===== src/rtl/stream_mux_rr.sv =====
// N-channel valid/ready stream multiplexer with a registered output stage.
// Selection is either explicit (sel) or round-robin starting after the last granted channel.
module stream_mux_rr #(
   parameter int WIDTH = 8,
   parameter int N     = 4,
   parameter int SEL_W = 2
) (
   input  logic               clk,
   input  logic               rst,
   input  logic               mode,
   input  logic [SEL_W-1:0]   sel,
   input  logic [N*WIDTH-1:0] in_data,
   input  logic [N-1:0]       in_valid,
   output logic [N-1:0]       in_ready,
   output logic [WIDTH-1:0]   out_data,
   output logic [SEL_W-1:0]   out_chan,
   output logic               out_valid,
   input  logic               out_ready
);

   logic             load_en_s;
   logic             gnt_vld_s;
   logic [SEL_W-1:0] gnt_idx_s;
   logic [WIDTH-1:0] gnt_data_s;
   logic             xfer_s;
   logic [N-1:0]     in_ready_s;
   int               rr_idx_s;

   logic [SEL_W-1:0] ptr_r;
   logic [WIDTH-1:0] out_data_r;
   logic [SEL_W-1:0] out_chan_r;
   logic             out_valid_r;

   assign load_en_s = !out_valid_r || out_ready;

   // Grant selection: explicit index or first valid channel after ptr_r
   always_comb begin
      gnt_vld_s  = 1'b0;
      gnt_idx_s  = {SEL_W{1'b0}};
      gnt_data_s = {WIDTH{1'b0}};
      rr_idx_s   = 0;
      if (mode == 1'b0) begin
         // sel values at or beyond N match no channel, so they never grant
         for (int k = 0; k < N; k++) begin
            gnt_idx_s  = ((sel == SEL_W'(k)) && in_valid[k]) ? SEL_W'(k) : gnt_idx_s;
            gnt_data_s = ((sel == SEL_W'(k)) && in_valid[k]) ? in_data[k*WIDTH +: WIDTH] : gnt_data_s;
            gnt_vld_s  = gnt_vld_s || ((sel == SEL_W'(k)) && in_valid[k]);
         end
      end else begin
         for (int k = 0; k < N; k++) begin
            rr_idx_s   = (int'(ptr_r) + 1 + k) % N;
            gnt_idx_s  = (!gnt_vld_s && in_valid[rr_idx_s]) ? SEL_W'(rr_idx_s) : gnt_idx_s;
            gnt_data_s = (!gnt_vld_s && in_valid[rr_idx_s]) ? in_data[rr_idx_s*WIDTH +: WIDTH] : gnt_data_s;
            gnt_vld_s  = gnt_vld_s || in_valid[rr_idx_s];
         end
      end
   end

   assign xfer_s = !rst && gnt_vld_s && load_en_s;

   // One-hot ready toward the granted channel only
   always_comb begin
      in_ready_s = {N{1'b0}};
      for (int k = 0; k < N; k++) begin
         in_ready_s[k] = xfer_s && (gnt_idx_s == SEL_W'(k));
      end
   end

   assign in_ready = in_ready_s;

   // Output register and round-robin pointer
   always_ff @(posedge clk) begin
      if (rst) begin
         out_valid_r <= 1'b0;
         out_data_r  <= {WIDTH{1'b0}};
         out_chan_r  <= {SEL_W{1'b0}};
         ptr_r       <= SEL_W'(N - 1);
      end else begin
         if (load_en_s) begin
            if (gnt_vld_s) begin
               out_valid_r <= 1'b1;
               out_data_r  <= gnt_data_s;
               out_chan_r  <= gnt_idx_s;
            end else begin
               out_valid_r <= 1'b0;
            end
         end
         if (xfer_s && mode) begin
            ptr_r <= gnt_idx_s;
         end
      end
   end

   assign out_data  = out_data_r;
   assign out_chan  = out_chan_r;
   assign out_valid = out_valid_r;

endmodule


===== config.mk =====
export PLATFORM = sky130hd
export DESIGN_NAME = stream_mux_rr
export DESIGN_NICKNAME = d
export VERILOG_FILES = /design/src/rtl/stream_mux_rr.sv
export SDC_FILE = /design/constraint.sdc
export NUM_CORES = 1
export LEC_CHECK = 0
export BUFFER_PORTS_ARGS = -buffer_cell sky130_fd_sc_hd__buf_4
export CORE_ASPECT_RATIO = 0.7
export CORE_MARGIN = 2
export CORE_UTILIZATION = 55
export CTS_CLUSTER_DIAMETER = 30
export CTS_CLUSTER_SIZE = 20
export DETAILED_ROUTE_END_ITERATION = 7
export GPL_ROUTABILITY_DRIVEN = 0
export HOLD_SLACK_MARGIN = 0.15
export PLACE_DENSITY_LB_ADDON = 0.08
export SLEW_MARGIN = 20
export SYNTH_ARGS = -nofsm -noshare
export SYNTH_HDL_FRONTEND = slang
export SYNTH_SLANG_ARGS = --single-unit

===== constraint.sdc =====
create_clock -name clk -period 5.6 [get_ports clk]
set_clock_uncertainty 0.2 [all_clocks]
set_input_delay 0.56 -clock clk [delete_from_list [all_inputs] [get_ports clk]]
set_output_delay 0.56 -clock clk [all_outputs]
set_load 0.05 [all_outputs]

### Word-level counts from Yosys, hierarchy flattened

Cells that the tools add are included.

* register bits: 13
* input bits: 42
* word-level logic and storage cells: 90
* output and inout port bits: 15

* reductions and logical operators: 33
* equal/unequal tests: 6
* add/sub/neg operators: 4
* bitwise logic cells: 4
* mux-type cells: 31
* magnitude comparators: 4
* shift operators: 4

Operators with widths (count)
* $shiftx A32 B6 Y8: 4
* $mux W8: 9
* $lt A3 B4 Y1 const B: 4
* $logic_and A1 B1 Y1: 14
* $mux W2: 7
* $mux W1: 11
* $bmux W1 S2: 4
* $eq A2 B2 Y1 const B: 4
* $reduce_or A2 Y1: 4
* $logic_or A1 B1 Y1: 7
* $logic_not A1 Y1: 5
* $add A2 B1 Y2 const B: 2
* $add A2 B2 Y2 const B: 2
* $and A1 B1 Y1 const A: 4
* $eq A2 B1 Y1 const B: 2
* $logic_not A2 Y1: 2
* $reduce_and A2 Y1: 1

### Depth between registers and ports, before layout

* depth in word-level cells: 15
* depth in mapped cells: 9
* depth with buffers taken out: 6

### Worst setup path before layout

No wires, ideal clock.

* kind: input to output
* from: in in_valid[0]
* to: out in_ready[2]
* data arrival time: 3125 ps
* cell stages on the path: 7
* path buffers: 2
* slack: 1715 ps
* data required time: 4840 ps
* cell sequence: nor2b_1 > clkbuf_1 > o21ba_2 > o31ai_1 > a21oi_4 > buf_4 > nor4b_1

* cells in the longest elaborated chain, start to end: 11
* elaborated cells on any way between the ends: 35
* those cells by class: eq/ne (1); mux (18); reduce/logical (16)

Ends and longest elaborated chain
* start: declaration: RTL line 13 `input logic [N-1:0] in_valid,`
* $bmux W1 S2: RTL line 52, 54
* $mux W1 (implied by the code) (2 in a row): RTL line 52, 54
* $logic_not A1 Y1 or $logic_or A1 B1 Y1 (tied branches): RTL line 52, 54
* $logic_and A1 B1 Y1 (tied with other cells): RTL line 52 `gnt_idx_s = (!gnt_vld_s && in_valid[rr_idx_s]) ? SEL_W'(rr_idx_s) : gnt_idx_s;`
* $mux W2 (tied with other cells): RTL line 52
* $mux W2 or $logic_and A1 B1 Y1 (tied branches): RTL line 52
* $mux W2: RTL line 52
* $mux W2: RTL line 42 `if (mode == 1'b0) begin`
* $eq A2 B2 Y1: RTL line 65 `in_ready_s[k] = xfer_s && (gnt_idx_s == SEL_W'(k));`
* $logic_and A1 B1 Y1 (*): RTL line 65
* end: declaration: RTL line 14 `output logic [N-1:0] in_ready,`

Every way passes the cells marked *; elsewhere a longest branch is shown, timed or not. The select of a mux whose other input is x is not followed.

### Worst setup path after layout

* from: reg ptr_r[0]
* to: out in_ready[2]

* cells in the longest elaborated chain, start to end: 13
* elaborated cells on any way between the ends: 35
* those cells by class: add/sub (4); eq/ne (1); mux (18); reduce/logical (12)

Ends and longest elaborated chain
* start: declaration: RTL line 29 `logic [SEL_W-1:0] ptr_r;`
* start signal: assignment: RTL line 77 `ptr_r <= SEL_W'(N - 1);`
* start signal: assignment: RTL line 89 `ptr_r <= gnt_idx_s;`
* $add A2 B1 Y2 (*): RTL line 51 `rr_idx_s = (int'(ptr_r) + 1 + k) % N;`
* $add A2 B1 Y2: RTL line 51
* $bmux W1 S2: RTL line 52, 54
* $mux W1 (implied by the code) (2 in a row): RTL line 52, 54
* $logic_or A1 B1 Y1: RTL line 54 `gnt_vld_s = gnt_vld_s || in_valid[rr_idx_s];`
* $logic_not A1 Y1 or $logic_or A1 B1 Y1 (tied branches): RTL line 52, 54
* $logic_and A1 B1 Y1 or $logic_not A1 Y1 (tied branches): RTL line 52
* $mux W2 or $logic_and A1 B1 Y1 (tied branches): RTL line 52
* $mux W2: RTL line 52
* $mux W2: RTL line 42
* $eq A2 B2 Y1: RTL line 65
* $logic_and A1 B1 Y1 (*): RTL line 65

Marks and branches as above.

==> impl_metrics.toml <==
[die]
ios = 57
die_y_um = 58.18
fp.dieW_um = 81.39
start_util_pct = 58.08
rows = 19
dieArea_um2 = 4735
core_um2 = 3970

[clocking]
cts_tree = "built"
post_cts_buffers = 0
root_buffer = "clkbuf_8"
clk_pin_slew_worst_paths_ps = 60
insertion_delay_ps = 260
ctsResizeCount = 0
clockBufferDepth = 2
cts.sinks = 13
ctsHoldBuffers = 0
htree_num_levels = 1
cts_buffers = 3

[synthesis]
yosysSeqAreaShare_pct = 11.29
syn_area_um2 = 2306
synthCells = 288
yosys.area_share.simple_pct = 21.49
synth_fa_ha_area_share_pct = 0
postSynthAreaPerCell_um2 = 8.007
synth_xor_area_share_pct = 0
synthMuxAreaShare_pct = 19.26
synth_compound_area_share_pct = 39.77
synth_warnings = 0
synth_cell_type_count = 52
synth_seq_cells = 13
synth_top_family_by_area = "compound AO/OA/AOI/OAI gates"
syn_nets = 330

[route]
wl_per_cell_um = 21.03
routed_wl_um = 7825
drtIter0Drc = 300
vias = 2759
routed_via_density = 7.417
drc = 0
postRouteAntennaNets = 0
drt-pass1-iter-count = 6

[timing]
worst_pin_slew_ps = 792.6
setup_viol = 0
period_minus_slack_ps = 3721
hold_violations = 0
slew_headroom_pct = 47.02
fin_tns_setup_ps = 0
max_freq_mhz = 268.7
slew_viol_final = 0
finalWorstSetupSlack_ps = 1879
fin_hold_ws_ps = 308.4
rsz0062_at_grt = "no"
period_share_pct = 66.45

[pwr]
p_int_uw = 270.0
p_per_area_nw_per_um2 = 182.4
power.switching_uw = 219.3
power_leakage_nw = 1.026
total_power_uw = 489.3
pwr-share-seq_pct = 22.9
p_clk_share_pct = 18.4
vdd_drop_max_mv = 0.1453
p_comb_share_pct = 58.7
sw_frac_of_total_pct = 44.82

[global_routing]
grt_overflow = 0
track_usage_pct = 33.55
grt_pass1_wl_um = 12150
grt_antenna_before_repair = 0
grt_pass1_vias = 2348
grt_max_degree = 41

[status]
status = "complete, no violations"

[min_path]
hold_class = "reg -> reg"

[critical_path]
cp_max_fo = 40
critPathKind = "reg -> out"
cp.arrival_ps = 2960
crit_path_end_kind = "output pin"
crit_required_ps = 4840
worstSetupStartpointType = "flop"

[layout]
fill_cells = 350
syn_to_final_growth_pct = 16.33
drive_gt1_share_pct = 28.44
nets = 363
finalNonFillerCells = 372
num_antenna_cells = 0

[place]
portBuffers = 56
pre_cts_ws_ps = 2151
dpl.hpwl_um = 5616
dp_cells = 368

[flow_run]
drv_cap = 0
[sequential cells by signal, summed over array words and instances, names as in the netlist]
signal / count
out_data: 8
out_chan: 2
ptr_r: 2
out_valid: 1
[per-layer routing]
layer	vias to the layer above	wire length [um]	track usage, %
met4	0	225	12.11
met1	1269	3218	48.35
met3	38	951	5.607
met2	219	3429	50.59
li1	1233	-	-
met5	-	0	0
[through the flow]
step                      cell area, um2  util (%)
after detailed placement            2638     66.44
after CTS                           2683     67.57
after global routing                2683     67.57
final                               2683     67.57
after global placement              2638     66.44
after floorplan                     2306         -
[cells by family (layout without fill, tap and decap cells)]
| group | Yosys count | count (layout) |
|---|---|---|
| AOI/OAI and AO/OA | 140 | 140 |
| and+or+nand+nor | 76 | 76 |
| muxes | 24 | 24 |
| DFF | 13 | 13 |
| buffers and inverters | 35 | 67 |
[worst paths after layout]
check                   start           to  slack [ps]  cells past startpoint
setup / recovery     ptr_r[0]  in_ready[2]        1880                      7
hold / removal    out_chan[0]  out_chan[0]         310                      2
setup reg to reg     ptr_r[0]     ptr_r[1]        2620                      7
hold reg to reg   out_chan[0]  out_chan[0]         310                      2
[critical path: stages, from the launching register on]
cell,delay [ps]
dfxtp_2,310
buf_4,470
clkinv_1,470
a22oi_1,270
o21ai_1,140
a21oi_4,500
nor4b_1,290
buf_4,250
[power groups by stage]
stage                     Sequential, mW  Combinational (mW)  Clock [mW]
after CTS                          0.112               0.281      0.0887
after global placement             0.114               0.277           0
final                              0.112               0.287      0.0898
after floorplan                    0.144               0.171           0
after detailed placement           0.114               0.280           0
after global routing               0.113               0.305      0.0946
[layout by cell type, fill, tap and decap left out, drive strengths merged, types with 3 or more instances in the layout]
cell type,count
a21oi,37
a221oi,7
a22oi,15
a31oi,8
and2,3
and3b,4
and4,8
buf,58
clkbuf,4
dfxtp,13
inv,4
mux2,3
mux2i,5
mux4,16
nand2,29
nand2b,5
nor2,4
nor2b,3
nor3,3
nor3b,6
nor4b,3
o211ai,22
o21a,5
o21ai,29
o221ai,7
[cell usage after synthesis (all sizes together)]
library cell,n,area (um2)
mux4,16,360.4
nor3,3,20.02
a221oi,7,61.31
a32oi,1,8.760
inv,4,15.01
and4b,2,20.02
nor3b,6,83.82
mux2i,5,50.05
o31ai,2,15.01
o22ai,1,6.260
a31oi,8,50.05
buf,21,135.1
o21ba,1,10.01
nand3b,1,7.510
a221o,1,10.01
o211ai,22,165.2
o21a,5,38.79
a211oi,1,7.510
or4,1,7.510
or3,1,6.260
nand4,1,6.260
dfxtp,13,260.3
a21oi,37,196.4
nand2b,5,31.28
nor2,4,15.01
nor4b,3,32.53
clkbuf,9,35.03
nor2b,3,18.77
a211o,2,17.52
and2,3,18.77
and4,8,70.07
o21ai,29,145.1
clkinv,1,3.750
a22oi,15,112.6
and3b,4,36.29
mux2,3,33.78
o221ai,7,61.31
o221a,1,11.26
nand2,29,108.9
and3,2,12.51
[final cells by class]
cell class	count	area [um2]	area share, %
Multi-Input combinational cell	240	1857	69.22
Timing Repair Buffer	58	435.4	16.23
Sequential cell	13	261.5	9.748
Tap cell	52	65.06	2.425
Clock buffer	4	45.04	1.679
Inverter	5	18.77	0.6996
(Power assumes the default switching activity.)
